<file path="src/rtl/gf_ops_pkg.sv">
// Shared op codes, FSM state encoding and decoded-select bundle for the GF/integer op sequencer.
package gf_ops_pkg;

  localparam logic [2:0] OP_ADD   = 3'd0;
  localparam logic [2:0] OP_XOR   = 3'd1;
  localparam logic [2:0] OP_MUL   = 3'd2;
  localparam logic [2:0] OP_CLMUL = 3'd3;
  localparam logic [2:0] OP_SQR   = 3'd4;
  localparam logic [2:0] OP_GFMUL = 3'd5;
  localparam logic [2:0] OP_GFSQR = 3'd6;

  localparam int GF_MIN_GRADE = 2;

  typedef enum logic [1:0] {
    ST_IDLE = 2'd0,
    ST_EXEC = 2'd1,
    ST_RED  = 2'd2,
    ST_RESP = 2'd3
  } state_e;

  // dup: datapath b operand is a copy of a (squares)
  typedef struct packed {
    logic sum;
    logic exp;
    logic carry;
    logic two_pass;
    logic wide;
    logic dup;
    logic gf;
    logic legal;
  } dec_t;

endpackage

</file>
<file path="src/rtl/gf_op_decode.sv">
// Combinational op-code decode into datapath selects and sequencing flags.
module gf_op_decode
  import gf_ops_pkg::*;
(
  input  logic [2:0] op_i,
  output dec_t       dec_o
);

  always_comb begin
    dec_o       = '0;
    dec_o.legal = 1'b1;
    case (op_i)
      OP_ADD:   begin dec_o.sum = 1'b1; dec_o.carry = 1'b1; end
      OP_XOR:   dec_o.sum = 1'b1;
      OP_MUL:   begin dec_o.carry = 1'b1; dec_o.wide = 1'b1; end
      OP_CLMUL: dec_o.wide = 1'b1;
      OP_SQR:   begin dec_o.exp = 1'b1; dec_o.carry = 1'b1; dec_o.wide = 1'b1; dec_o.dup = 1'b1; end
      OP_GFMUL: begin dec_o.two_pass = 1'b1; dec_o.gf = 1'b1; end
      OP_GFSQR: begin dec_o.two_pass = 1'b1; dec_o.gf = 1'b1; dec_o.dup = 1'b1; end
      default:  dec_o.legal = 1'b0;
    endcase
  end

endmodule

</file>
<file path="src/rtl/gf_op_sequencer.sv">
// Command-driven sequencer for the GF/integer datapath: one op per handshake, GF ops as
// carry-less product followed by a reduction pass, result returned on a valid/ready port.
module gf_op_sequencer
  import gf_ops_pkg::*;
#(
  parameter  int DATA_WIDTH = 32,
  localparam int W  = DATA_WIDTH,
  localparam int GW = $clog2(DATA_WIDTH) + 1
) (
  input  logic            clk_i,
  input  logic            rst_n_i,
  input  logic            cmd_valid_i,
  output logic            cmd_ready_o,
  input  logic [2:0]      cmd_op_i,
  input  logic [W-1:0]    cmd_a_i,
  input  logic [W-1:0]    cmd_b_i,
  input  logic [W:0]      cmd_poly_i,
  input  logic [GW-1:0]   cmd_grade_i,
  output logic            rsp_valid_o,
  input  logic            rsp_ready_i,
  output logic [2*W-1:0]  rsp_data_o,
  output logic            rsp_err_o,
  output logic            dp_sum_funct_o,
  output logic            dp_exp_funct_o,
  output logic            dp_red_funct_o,
  output logic            dp_carry_option_o,
  output logic [W-1:0]    dp_a_o,
  output logic [W-1:0]    dp_b_o,
  output logic [W:0]      dp_polyn_red_in_o,
  output logic [2*W-1:0]  dp_reduc_in_o,
  output logic [GW-1:0]   dp_polyn_grade_o,
  input  logic [W-1:0]    dp_out_i,
  input  logic [2*W-1:0]  dp_mult_out_i
);

  dec_t dec;

  gf_op_decode u_dec (
    .op_i  (cmd_op_i),
    .dec_o (dec)
  );

  state_e          state_q;
  logic            cmd_ready_q, rsp_valid_q, rsp_err_q;
  logic [2*W-1:0]  rsp_data_q;
  logic            sum_q, exp_q, red_q, carry_q, two_pass_q, wide_q;
  logic [W-1:0]    a_q, b_q;
  logic [W:0]      poly_q;
  logic [2*W-1:0]  reduc_q;
  logic [GW-1:0]   grade_q;

  logic [W:0]      poly_d;
  logic [2*W-1:0]  narrow_d;
  logic            grade_bad, opnd_bad, cmd_bad;

  // The leading coefficient is implied by the degree, so it is always set.
  assign poly_d   = cmd_poly_i | ((W+1)'(1) << cmd_grade_i);
  assign narrow_d = {{W{1'b0}}, dp_out_i};

  assign grade_bad = (cmd_grade_i < GW'(GF_MIN_GRADE)) || (cmd_grade_i > GW'(W));
  assign opnd_bad  = ((cmd_a_i >> cmd_grade_i) != '0) ||
                     (!dec.dup && ((cmd_b_i >> cmd_grade_i) != '0));
  assign cmd_bad   = !dec.legal || (dec.gf && (grade_bad || opnd_bad));

  always_ff @(posedge clk_i) begin
    if (!rst_n_i) begin
      state_q     <= ST_IDLE;
      cmd_ready_q <= 1'b1;
      rsp_valid_q <= 1'b0;
      rsp_err_q   <= 1'b0;
      rsp_data_q  <= '0;
      sum_q       <= 1'b0;
      exp_q       <= 1'b0;
      red_q       <= 1'b0;
      carry_q     <= 1'b0;
      two_pass_q  <= 1'b0;
      wide_q      <= 1'b0;
      a_q         <= '0;
      b_q         <= '0;
      poly_q      <= '0;
      reduc_q     <= '0;
      grade_q     <= '0;
    end else begin
      case (state_q)
        ST_IDLE: if (cmd_valid_i) begin
          cmd_ready_q <= 1'b0;
          if (cmd_bad) begin
            state_q     <= ST_RESP;
            rsp_valid_q <= 1'b1;
            rsp_err_q   <= 1'b1;
            rsp_data_q  <= '0;
          end else begin
            state_q    <= ST_EXEC;
            sum_q      <= dec.sum;
            exp_q      <= dec.exp;
            carry_q    <= dec.carry;
            two_pass_q <= dec.two_pass;
            wide_q     <= dec.wide;
            a_q        <= cmd_a_i;
            b_q        <= dec.dup ? cmd_a_i : cmd_b_i;
            poly_q     <= dec.gf ? poly_d : '0;
            grade_q    <= dec.gf ? cmd_grade_i : '0;
          end
        end
        ST_EXEC: begin
          sum_q   <= 1'b0;
          exp_q   <= 1'b0;
          carry_q <= 1'b0;
          if (two_pass_q) begin
            state_q <= ST_RED;
            red_q   <= 1'b1;
            reduc_q <= dp_mult_out_i;
          end else begin
            state_q     <= ST_RESP;
            rsp_valid_q <= 1'b1;
            rsp_data_q  <= wide_q ? dp_mult_out_i : narrow_d;
            a_q         <= '0;
            b_q         <= '0;
          end
        end
        ST_RED: begin
          state_q     <= ST_RESP;
          red_q       <= 1'b0;
          rsp_valid_q <= 1'b1;
          rsp_data_q  <= narrow_d;
          a_q         <= '0;
          b_q         <= '0;
          poly_q      <= '0;
          grade_q     <= '0;
          reduc_q     <= '0;
        end
        ST_RESP: if (rsp_ready_i) begin
          state_q     <= ST_IDLE;
          rsp_valid_q <= 1'b0;
          rsp_err_q   <= 1'b0;
          cmd_ready_q <= 1'b1;
          two_pass_q  <= 1'b0;
          wide_q      <= 1'b0;
        end
        default: state_q <= ST_IDLE;
      endcase
    end
  end

  assign cmd_ready_o       = cmd_ready_q;
  assign rsp_valid_o       = rsp_valid_q;
  assign rsp_err_o         = rsp_err_q;
  assign rsp_data_o        = rsp_data_q;
  assign dp_sum_funct_o    = sum_q;
  assign dp_exp_funct_o    = exp_q;
  assign dp_red_funct_o    = red_q;
  assign dp_carry_option_o = carry_q;
  assign dp_a_o            = a_q;
  assign dp_b_o            = b_q;
  assign dp_polyn_red_in_o = poly_q;
  assign dp_reduc_in_o     = reduc_q;
  assign dp_polyn_grade_o  = grade_q;

endmodule

</file>
<file path="config.mk">
export PLATFORM = sky130hd
export DESIGN_NAME = gf_op_sequencer
export DESIGN_NICKNAME = d
export VERILOG_FILES = /design/src/rtl/gf_ops_pkg.sv /design/src/rtl/gf_op_decode.sv /design/src/rtl/gf_op_sequencer.sv
export SDC_FILE = /design/constraint.sdc
export NUM_CORES = 1
export LEC_CHECK = 0
export CAP_MARGIN = 20
export CORE_UTILIZATION = 30
export DETAILED_ROUTE_END_ITERATION = 7
export PLACE_DENSITY_LB_ADDON = 0.3
export REMOVE_ABC_BUFFERS = 1
export SLEW_MARGIN = 30
export SYNTH_ARGS = -nofsm -noshare
export SYNTH_HDL_FRONTEND = slang
export SYNTH_SLANG_ARGS = --single-unit
</file>
<file path="constraint.sdc">
create_clock -name clk_i -period 4.2 [get_ports clk_i]
set_clock_uncertainty 0.15 [all_clocks]
set_input_delay 0.63 -clock clk_i [delete_from_list [all_inputs] [get_ports clk_i]]
set_output_delay 0.63 -clock clk_i [all_outputs]
set_load 0.02 [all_outputs]
</file>
[Word-level counts from Yosys, hierarchy flattened]
Index checks and enable logic that the tools add are counted.
Word-level totals
  logic and storage cells: 131
  flip-flop bits (word level): 242
  input port bits: 206
  output and inout port bits: 238
Cells by class
  order comparisons: 2
  bitwise logic cells: 1
  equality and inequality tests: 15
  reduce and logical (&&, ||, !) cells: 33
  shift operators: 3
  multiplexer cells: 61
Operators with widths (count)
  64-bit two-way mux: 5
  32-bit two-way mux: 6
  32-bit one-hot mux with 3 select lines: 2
  64-bit one-hot mux with 3 select lines: 1
  64-bit one-hot mux with 2 select lines: 1
  33-bit two-way mux: 3
  33-bit one-hot mux with 2 select lines: 1
  32-bit nonzero test: 2
  32-bit by 6-bit >> shifter with 32-bit output: 2
  33-bit bitwise OR: 1
  1-bit by 6-bit left shift with 33-bit output, first input constant: 1
  1-bit two-way mux: 25
  4-bit AND reduction: 5
  6-bit two-way mux: 3
  1-bit one-hot mux with 2 select lines: 8
  2-bit inequality test, second input constant: 6
  6-bit one-hot mux with 2 select lines: 1
  3-bit == test, second input constant: 3
  3-bit AND reduction: 3
  2-bit one-hot mux with 4 select lines: 1
  2-bit nonzero test: 4
  7-bit OR reduction: 1
  3-bit by 2-bit == test with 1-bit output, second input constant: 2
  6-bit > comparator, second input constant: 1
  15 further kinds: 27

[Depth between registers and ports, before layout]
Gate-level depths: netlist (run 1).
  depth after elaboration: 12
  gate-level depth with buffers: 17
  mapped depth without buffers: 10

[Hierarchy]
A second synthesis (run 1) with hierarchy kept.
Unflattened totals
  cell total of the unflattened synthesis: 1303
  area total of the unflattened synthesis: 11631.2 µm²
Modules (own cells, without submodules)
  gf_op_sequencer: seq. area each 4844.6 µm², area each 11568.6 µm², times used 1, cells an instance 1293
  gf_op_decode: seq. area each 0.0 µm², area each 62.6 µm², times used 1, cells an instance 10

[Worst setup path after synthesis (run 1)]
No wires, ideal clock.
  kind: input port to flip-flop
  start: in cmd_grade_i[0]
  end: reg b_q[0], in the netlist dp_b_o[0]
  path slack: 540 ps
  data arrival time: 3437 ps
  stages on the path: 15
  cell sequence: buf_6 buf_8 buf_6 mux4_2 a21oi_2 o311a_1 mux2i_1 a211oi_2 a31oi_1 a22o_1 nor2_4 or4b_1 buf_2 buf_6 o22ai_2
On the way
  longest elaborated chain between the ends: 9
  elaborated cells on any way between the ends: 14
RTL lines
  start: declaration: RTL line gf_op_sequencer.sv:18  | input logic [GW-1:0] cmd_grade_i,
  32-bit by 6-bit >> shifter with 32-bit output: RTL line gf_op_sequencer.sv:62  | (!dec.dup && ((cmd_b_i >> cmd_grade_i) != '0));
  32-bit nonzero test: RTL line gf_op_sequencer.sv:62
  1-bit logical AND: RTL line gf_op_sequencer.sv:62
  1-bit logical OR: RTL line gf_op_sequencer.sv:61  | assign opnd_bad = ((cmd_a_i >> cmd_grade_i) != '0) ||
  1-bit logical OR *: RTL line gf_op_sequencer.sv:63  | assign cmd_bad = !dec.legal || (dec.gf && (grade_bad || opnd_bad));
  1-bit logical AND *: RTL line gf_op_sequencer.sv:63
  1-bit logical OR *: RTL line gf_op_sequencer.sv:63
  2-bit inequality test (no source line) *
  4-bit AND reduction (no source line) *
  end signal: assignment: RTL line gf_op_sequencer.sv:100  | b_q <= dec.dup ? cmd_a_i : cmd_b_i;
  end: declaration: RTL line gf_op_sequencer.sv:47  | logic [W-1:0] a_q, b_q;
Mark *: on every way between the ends. The rest lies on a longest branch, timed or not.
A chain may end at the register's enable or synchronous reset.

[Final worst setup path (run 1)]
  start: in cmd_a_i[16]
  end: reg a_q[26], in the netlist dp_a_o[26]
On the way
  longest elaborated chain between the ends: 8
RTL lines
  start: declaration: RTL line gf_op_sequencer.sv:15  | input logic [W-1:0] cmd_a_i,
  32-bit by 6-bit >> shifter with 32-bit output: RTL line gf_op_sequencer.sv:61
  32-bit nonzero test: RTL line gf_op_sequencer.sv:61
  1-bit logical OR: RTL line gf_op_sequencer.sv:61
  1-bit logical OR: RTL line gf_op_sequencer.sv:63
  1-bit logical AND: RTL line gf_op_sequencer.sv:63
  1-bit logical OR: RTL line gf_op_sequencer.sv:63
  2-bit inequality test (no source line)
  4-bit AND reduction (no source line)
  end signal: assignment: RTL line gf_op_sequencer.sv:99  | a_q <= cmd_a_i;
  end: declaration: RTL line gf_op_sequencer.sv:47
No other way between the ends.

==> metrics.txt, run 1 <==
switching pwr=2672 µW; std cell rows=74; Num CTS Buffers=28; port bufs=443; type of origin of the critical path=input port; asr flop ratio synth=0; Avg Cell Area, Syn=9.045 µm²; Sink Count=242; post-synthesis cell type count=80; # Post-CTS Setup Buffers=0; compound-cell area share of the yosys netlist=0.2171; most frequent cells after synthesis=dfxtp_1 (242), nand2_1 (209), mux2i_1 (162), nor2_1 (136), clkbuf_1 (78); simple-gate share of the synthesized area=0.1654; worst reg2reg startpoint=state_q[1]$_SDFFE_PN0P_; Worst path max stage delay=0.62 ns; Peak Freq=242.7 MHz; clock share of power=0.334; total core area=40920 µm²; post_cts resized=0; XOR/XNOR Fraction of Synth Area=0.001403; VDD IR max=0.0002211 V; Post-route DRC=0; largest net degree at the start of global routing=125; critical path, cell by cell=clkdlybuf4s50_1 > mux4_2 > a2111oi_1 > buf_4 > a31oi_1 > nand2_1 > a41oi_1 > a2111oi_4 > a211oi_2 > nor2_4 > or4b_2 > buf_4 > o22ai_1; Final Hold Viols=0; initial antenna violation count=0; endpoints failing setup=0; Longest Clk Path Bufs=3; DP Wirelength=36570 µm; top_reg_cell synth=dfxtp_1; routability-driven placement congestion ratio=0.8766; Max FO, Critical Path=16; main combinational cell family by area after synthesis=compound AO/OA/AOI/OAI gates; vias per cell=5.250; Max Cap Viol=0; fin cells=2393; # hold bufs at CTS=0; Period minus WS final=4.121 ns; Clock transition at path regs=0.06 ns; kind of critical path=input port to register; Layout area overhead=52.72%; first-pass GRT wire length=73690 µm; switch share=0.3315; ratio of cells with drive above 1 in the final layout=0.1356; fin. max-slew vios=0; largest cells by area after synthesis=dfxtp_1 (39%), mux2i_1 (13%), nand2_1 (6.3%); gr usage total=0.2246; flops & latches, synth=242; mux cell area share after synthesis=0.1633; top-count cell post-synth=dfxtp_1; Post-synth EDFFs=0; Flop pwr share=0.320; most area-hungry cell type in the Yosys netlist=dfxtp_1; CP required=4.52 ns; TritonRoute pass-1 iters=5; share of the synthesized area in the top cell type=0.3881; Power Density=422.9 nW/µm²; worst slew margin relative to its limit=0.3355; Vert. Die Dim=206.0 µm; crit path from=cmd_a_i[16]; Int Power=5389 µW; Starting Density=0.3050; via count=12560; sequential area share after synthesis=0.3881; vias in the first global route=12680; Worst Path Arrival=4.45 ns; # IOs=444; 1st-iter DRT viols=705; Least-Margin Pin Slew=0.9944 ns; Crit-path slowest cell=or4b_2; die area=42430 µm²; leakage=0.007367 µW; unrepaired setup endpoints after global routing=false; Placed Cells=2341; Adder-Cell Fraction of Synth Area=0.005012; Worst Hold Class=input port to register; Hold Crit Start=rst_n_i; Synth Warn #=0; CTS root buf=clkbuf_16; CTS tree=yes; Power Total=8061 µW; # nets final=2050; combinational share of power=0.346; status=complete, no violations; Final Cycle Share=0.9812; Worst Setup End Kind=register; worst skew pair latency=0.57 ns; Cells after Synth=1380; Syn Std Cell Area=12480 µm²; H-tree levels=1; Post-DRT Antenna Nets=0; Routed WL=49730 µm; grt total ovfl=0; Die W=206.0 µm; wire per inst=20.78 µm; most frequent CP cell=buf_4
-- layout make-up --
cell class	instances	area, µm²
inverters	19	71.32
clock buffers	45	895.9
clock inverters	5	125.1
diodes	2	5.005
fillers	3871	21860
multi-input cells	988	6953
well taps	532	665.6
flip-flops and latches	242	4845
repair buffers	560	5502
-- state kept, by name, indices dropped and copies added, names as in the netlist, 2 cells and up --
register / flops
dp_reduc_in_o: 64
rsp_data_o: 64
dp_a_o: 32
dp_polyn_grade_o: 6
dp_b_o: 32
dp_polyn_red_in_o: 33
state_q: 2
-- cell families (layout without fill, tap and decap cells) --
| group | Yosys count | after routing |
|---|---|---|
| simple gates | 470 | 470 |
| xor+xnor | 2 | 2 |
| compound gates | 325 | 325 |
| fa+ha+maj | 5 | 5 |
| flops | 242 | 242 |
| mux | 186 | 186 |
| buf+inv | 150 | 629 |
| other cells | 0 | 2 |
-- power groups by stage --
| stage | Sequential (µW) | Clock (µW) | Combinational [µW] |
|---|---|---|---|
| 2_1_floorplan | 2810 | 0 | 1280 |
| 3_3_place_gp | 2620 | 0 | 2780 |
| 3_5_place_dp | 2630 | 0 | 2800 |
| 4_1_cts | 2580 | 2750 | 2810 |
| 5_1_grt | 2600 | 2850 | 2950 |
| 6_report | 2580 | 2690 | 2790 |
-- worst max-delay path, delay by kind of cell --
| family | cells | cell delay [ns] |
|---|---|---|
| compound gates | 6 | 1.52 |
| mux | 1 | 0.50 |
| simple gates | 3 | 0.84 |
| buf+inv | 3 | 0.95 |
-- layout by cell type (no fill, tap or decap), drive strengths merged, types with 6 or more instances in the layout --
cell type      netlist  routed
o21ai               48      48
nand2b              15      15
a31oi                7       7
a21oi               22      22
mux2                11      11
a32o                33      33
buf                 53     120
inv                 19      19
nor3                11      11
nor2               137     137
nand3               41      41
and2                 7       7
o21a                 6       6
a221oi               6       6
nor2b               12      12
clkbuf              78      45
mux2i              162     162
dfxtp              242     242
a22oi               66      66
mux4                13      13
a22o                35      35
clkdlybuf4s50        0     440
nor4                 6       6
nand2              209     209
o22ai               35      35
a211oi              11      11
a2111oi              9       9
-- metal layers --
layer  track usage  part of all wire
met5             0                 0
met4       0.09112             0.036
met3       0.05535             0.079
met2        0.3857              0.48
met1        0.2662              0.40
-- worst paths after layout --
path	to	slack [ns]	cells after the start
max reg2reg	dp_a_o[26]$_SDFFE_PN0P_	1.40	7
min reg2reg	rsp_data_o[20]$_SDFFE_PN0P_	0.31	2
max	dp_a_o[26]$_SDFFE_PN0P_	0.08	13
min	dp_b_o[14]$_SDFFE_PN0P_	0.27	3
-- stage by stage --
step / hold slack [ns] / worst slack (ns) / utilization / setup TNS [ns] / instance area (µm²)
6_report: 0.2750 / 0.07892 / 0.4658 / 0 / 19060
5_1_grt: 0.2509 / 0.02429 / 0.4657 / 0 / 19060
4_1_cts: 0.2351 / 0.04718 / 0.4656 / 0 / 19060
3_5_place_dp: 0.3017 / -0.5069 / 0.4407 / -52.25 / 18030
3_3_place_gp: 0.2935 / -0.5611 / 0.4400 / -65.96 / 18010
2_1_floorplan: 0.2965 / -1.228 / - / -135.92 / 11810
Power figures use the tool's default switching activity.
==> run 2: changes to the inputs <==
CAP_MARGIN = unset   (was 20)
RECOVER_POWER = 100   (was unset)
==> run 2 against run 1 <==
  * The run now ends with max-capacitance violations, max-slew violations left
  * Highest routed layer unchanged
  * Via count up 0.36%
  * Total power down 2.5%
  * Combinational power down 7.2%
  * Setup slack worse by 0.00095 ns
  * Clock power about the same
  * Flip-flop and latch count unchanged
  * Largest power group is now clock
==> metrics.txt, run 2 (synthesis results as in run 1) <==
Power Total=7856 µW; routability-driven placement congestion ratio=0.8766; worst reg2reg startpoint=state_q[1]$_SDFFE_PN0P_; worst skew pair latency=0.57 ns; gr usage total=0.2246; Die W=206.0 µm; Sink Count=242; TritonRoute pass-1 iters=6; Routed WL=49730 µm; Period minus WS final=4.122 ns; # IOs=444; Design Area, Final=18820 µm²; Max Cap Viol=1; combinational share of power=0.330; port bufs=443; Num CTS Buffers=28; Vert. Die Dim=206.0 µm; Flop pwr share=0.327; Post-DRT Antenna Nets=0; switching pwr=2609 µW; Reg area=4845 µm²; FF-to-FF setup slack=1.29 ns; fin. max-slew vios=66; Max FO, Critical Path=21; crit path from=cmd_a_i[16]; Longest Clk Path Bufs=3; Starting Density=0.3050; initial antenna violation count=0; status=finished with violations; # hold bufs at CTS=0; Least-Margin Pin Slew=1.614 ns; CP required=4.49 ns; most frequent cells in the layout=dfxtp_1 (242), dlygate4sd3_1 (239), nand2_1 (209); footprint of the multi-input gates=6779 µm²; std cell rows=74; WHS=0.2651 ns; VDD IR max=0.0002218 V; CTS tree=yes; Layout area overhead=50.80%; CTS root buf=clkbuf_16; largest net degree at the start of global routing=125; commonest non-fill, non-tap cell in the layout=dfxtp_1; Power Density=417.4 nW/µm²; total core area=40920 µm²; # Post-CTS Setup Buffers=0; Final Cycle Share=0.9814; grt total ovfl=0; Worst Hold Class=input port to register; kind of critical path=input port to register; Worst Setup End Kind=register; # nets final=2050; endpoints failing setup=0; first-pass GRT wire length=73690 µm; Final Hold Viols=0; dpl cell area=18030 µm²; ratio of cells with drive above 1 in the final layout=0.1189; type of origin of the critical path=input port; filler instances=3906; clock share of power=0.342; via count=12610; Int Power=5247 µW; Fin Setup TNS=0 ns; fin util=0.4599; vias per cell=5.269; H-tree levels=1; switch share=0.3321; 1st-iter DRT viols=766; Post-route DRC=0; unrepaired setup endpoints after global routing=false; DP Wirelength=36570 µm; Peak Freq=242.6 MHz; die area=42430 µm²; failing checks=max-capacitance violations, max-slew violations; leakage=0.008086 µW; Hold Crit Start=rst_n_i; worst slew margin relative to its limit=-0.07625; vias in the first global route=12680; Clock transition at path regs=0.06 ns; wire per inst=20.78 µm; Worst Path Arrival=4.41 ns
[run 2: changes by cell type in the layout (fill, tap and decap cells not counted)]
cell and change:
o22ai_2 -27, clkbuf_1 +3, buf_6 +1, dlygate4sd3_1 +239
buf_12 -4, clkbuf_2 +3, buf_4 -5, nand3_2 -1
clkdlybuf4s50_1 -239, nand3_1 +1, clkbuf_4 +2, o22ai_1 +27
[run 2: final cells by class]
| cell class | count | area share |
|---|---|---|
| Sequential cell | 242 | 0.2574 |
| Antenna cell | 2 | 0.0002659 |
| Multi-Input combinational cell | 988 | 0.3601 |
| Clock buffer | 45 | 0.04759 |
| Inverter | 19 | 0.003789 |
| Timing Repair Buffer | 560 | 0.2888 |
| Clock inverter | 5 | 0.006647 |
| Tap cell | 532 | 0.03536 |
[run 2: final timing paths]
path                                                      end  depth (start not counted)
worst max register to register  dp_reduc_in_o[3]$_SDFFE_PN0P_                          6
worst max-delay path                  dp_a_o[23]$_SDFFE_PN0P_                         13
worst min-delay path                  dp_b_o[14]$_SDFFE_PN0P_                          3
worst min register to register    rsp_data_o[20]$_SDFFE_PN0P_                          2
[run 2: layer usage]
| layer | GRT usage | part of all wire | vias to the layer above |
|---|---|---|---|
| li1 | - | - | 5937 |
| met1 | 0.2662 | 0.40 | 6082 |
| met2 | 0.3857 | 0.48 | 506 |
| met3 | 0.05535 | 0.078 | 84 |
| met4 | 0.09112 | 0.036 | 0 |
| met5 | 0 | 0 | - |
[run 2: critical path: stages]
cell and delay [ns]:
clkdlybuf4s50_1 0.49, mux4_2 0.50, a2111oi_1 0.55, buf_4 0.21, a31oi_1 0.05, nand2_1 0.09
a41oi_1 0.16, a2111oi_4 0.45, nor3b_1 0.10, o21a_1 0.24, o31a_1 0.31, clkbuf_4 0.30
a32o_1 0.32
[run 2: power groups by stage]
stage / clock [µW] / sequential (µW) / combinational [µW]
floorplan: 0 / 2810 / 1280
global placement: 0 / 2620 / 2780
detailed placement: 0 / 2630 / 2800
CTS: 2750 / 2580 / 2810
global route: 2850 / 2590 / 2760
finish: 2690 / 2570 / 2590
[run 2: per-stage QoR]
step                      setup slack (ns)  std cells
after floorplan                     -1.228       1249
after global placement             -0.5611       2340
after detailed placement           -0.5069       2341
after CTS                          0.04718       2391
after global routing              0.007428       2391
final                              0.07798       2393
[run 2: what timing repair did]
| action | 4_1_cts | 5_1_grt |
|---|---|---|
| gates resized for setup | 0 | 1 |
| endpoints found under the setup margin | 0 | 47 |
| hold endpoints to repair | 0 | 0 |
==> run 3: changes to the inputs <==
CAP_MARGIN = 10   (was unset)
MAX_ROUTING_LAYER = met4   (was unset)
clock period = 4.25 ns   (was 4.2 ns; I/O delays follow)
==> run 3 against run 2 <==
  * The run still ends with max-capacitance violations, max-slew violations left
  * Clock power shrank 10%
  * Largest power group is now combinational logic
  * Largest cell class unchanged
  * Wire length shrank 0.71%
  * Critical endpoint is now dp_a_o[19]$_SDFFE_PN0P_
  * Utilization shrank 0.15 points
  * Via count shrank 0.34%
==> metrics.txt, run 3 (synthesis results as in run 1) <==
Worst Path Arrival=4.39 ns; DP Wirelength=36190 µm; largest net degree at the start of global routing=122; type of origin of the critical path=input port; die area=42430 µm²; Longest Clk Path Bufs=3; ratio of cells with drive above 1 in the final layout=0.1207; CTS tree=yes; Final Cycle Share=0.9633; Design Area, Final=18760 µm²; CP required=4.54 ns; Post-route DRC=0; fin. max-slew vios=66; first-pass GRT wire length=72750 µm; leakage=0.008053 µW; Starting Density=0.3050; kind of critical path=input port to register; port bufs=443; Least-Margin Pin Slew=1.640 ns; Sink Count=242; Final Hold Viols=0; Post-DRT Antenna Nets=0; Layout area overhead=50.30%; dpl cell area=18030 µm²; endpoints failing setup=0; dpl ws=-0.4206 ns; Num CTS Buffers=28; worst slew margin relative to its limit=-0.09307; vias in the first global route=12530; Routed WL=49380 µm; # IOs=444; total core area=40920 µm²; Vert. Die Dim=206.0 µm; 1st-iter DRT viols=624; VDD IR max=0.0003098 V; WHS=0.3021 ns; via count=12570; wire per inst=20.67 µm; hold path cells=2; Max Cap Viol=1; grt total ovfl=0; filler instances=3991; Power Total=7598 µW; gr usage total=0.2292; Max FO, Critical Path=21; Period minus WS final=4.094 ns; worst skew pair latency=0.55 ns; initial antenna violation count=1; Worst Setup End Kind=register; status=finished with violations; H-tree levels=1; Peak Freq=244.3 MHz; fin worst setup slack=0.1561 ns; unrepaired setup endpoints after global routing=false; Power Density=405.0 nW/µm²; # hold bufs at CTS=0; reg2reg path depth=6; failing checks=max-capacitance violations, max-slew violations; Clock transition at path regs=0.06 ns; CTS root buf=clkbuf_16; Worst Hold Class=register to register; # nets final=2050; std cell rows=74; Fin Setup TNS=0 ns; most frequent cells in the layout=dfxtp_1 (242), dlygate4sd3_1 (238), nand2_1 (209); TritonRoute pass-1 iters=7; routability-driven placement congestion ratio=0.8954; Die W=206.0 µm; vias per cell=5.260; commonest non-fill, non-tap cell in the layout=dfxtp_1
run 3: cell types whose count changed in the layout (fill, tap and decap cells not counted), sizes merged, moves of 2 or more:
cell    previous run  this run
bufinv             4         2
clkinv             1         3
clkbuf            53        51
buf              112       110
run 3: area by class of cell:
| class | count | area (µm²) | share of cell area |
|---|---|---|---|
| antenna | 1 | 2.502 | 0.0001334 |
| clock buffer | 41 | 820.8 | 0.04375 |
| clock inverter | 6 | 90.09 | 0.004802 |
| inverter | 19 | 71.32 | 0.003802 |
| multi-input combinational | 988 | 6817 | 0.3633 |
| sequential | 242 | 4845 | 0.2582 |
| tap | 532 | 665.6 | 0.03548 |
| timing repair buffer | 560 | 5449 | 0.2904 |
run 3: worst max-delay path, stage by stage:
cell and delay (ns):
clkdlybuf4s50_1 0.67, inv_1 0.19, buf_4 0.24, o21ai_1 0.09
a31oi_1 0.06, nor4_1 0.44, a41oi_1 0.25, a2111oi_4 0.46
nor3b_1 0.11, o21a_1 0.23, o31a_1 0.33, clkbuf_4 0.30
a32o_1 0.33
run 3: layer usage:
layer	up-vias	routed length, µm	global-route usage	part of all wire
met1	6040	19870	0.2637	0.40
met4	0	1508	0.07904	0.031
li1	5942	-	-	-
met5	-	0	-	0
met3	84	3728	0.05235	0.076
met2	500	24270	0.3896	0.49
run 3: repair_timing:
action / 4_1_cts / 5_1_grt
buffers inserted: 0 / 0
endpoints found under the setup margin: 0 / 1
resized for setup: 0 / 1
run 3: worst paths after layout:
check             slack [ns]                        endpoint                   startpoint
hold reg to reg         0.30     rsp_data_o[46]$_SDFFE_PN0P_  rsp_data_o[46]$_SDFFE_PN0P_
setup reg to reg        1.29  dp_reduc_in_o[44]$_SDFFE_PN0P_      state_q[1]$_SDFFE_PN0P_
hold / removal          0.30     rsp_data_o[46]$_SDFFE_PN0P_  rsp_data_o[46]$_SDFFE_PN0P_
setup / recovery        0.16         dp_a_o[19]$_SDFFE_PN0P_               cmd_grade_i[2]
run 3: power breakdown:
group	switching (µW)	internal (µW)	leakage, µW
combinational	1530	1110	0.00566
clock	977	1450	0.000442
sequential	95.6	2440	0.00195
total	2600	5000	0.00805
run 3: per-stage QoR:
stage / util / std cells
floorplan: - / 1249
global placement: 0.4400 / 2340
detailed placement: 0.4407 / 2341
CTS: 0.4629 / 2388
global route: 0.4584 / 2389
finish: 0.4584 / 2389
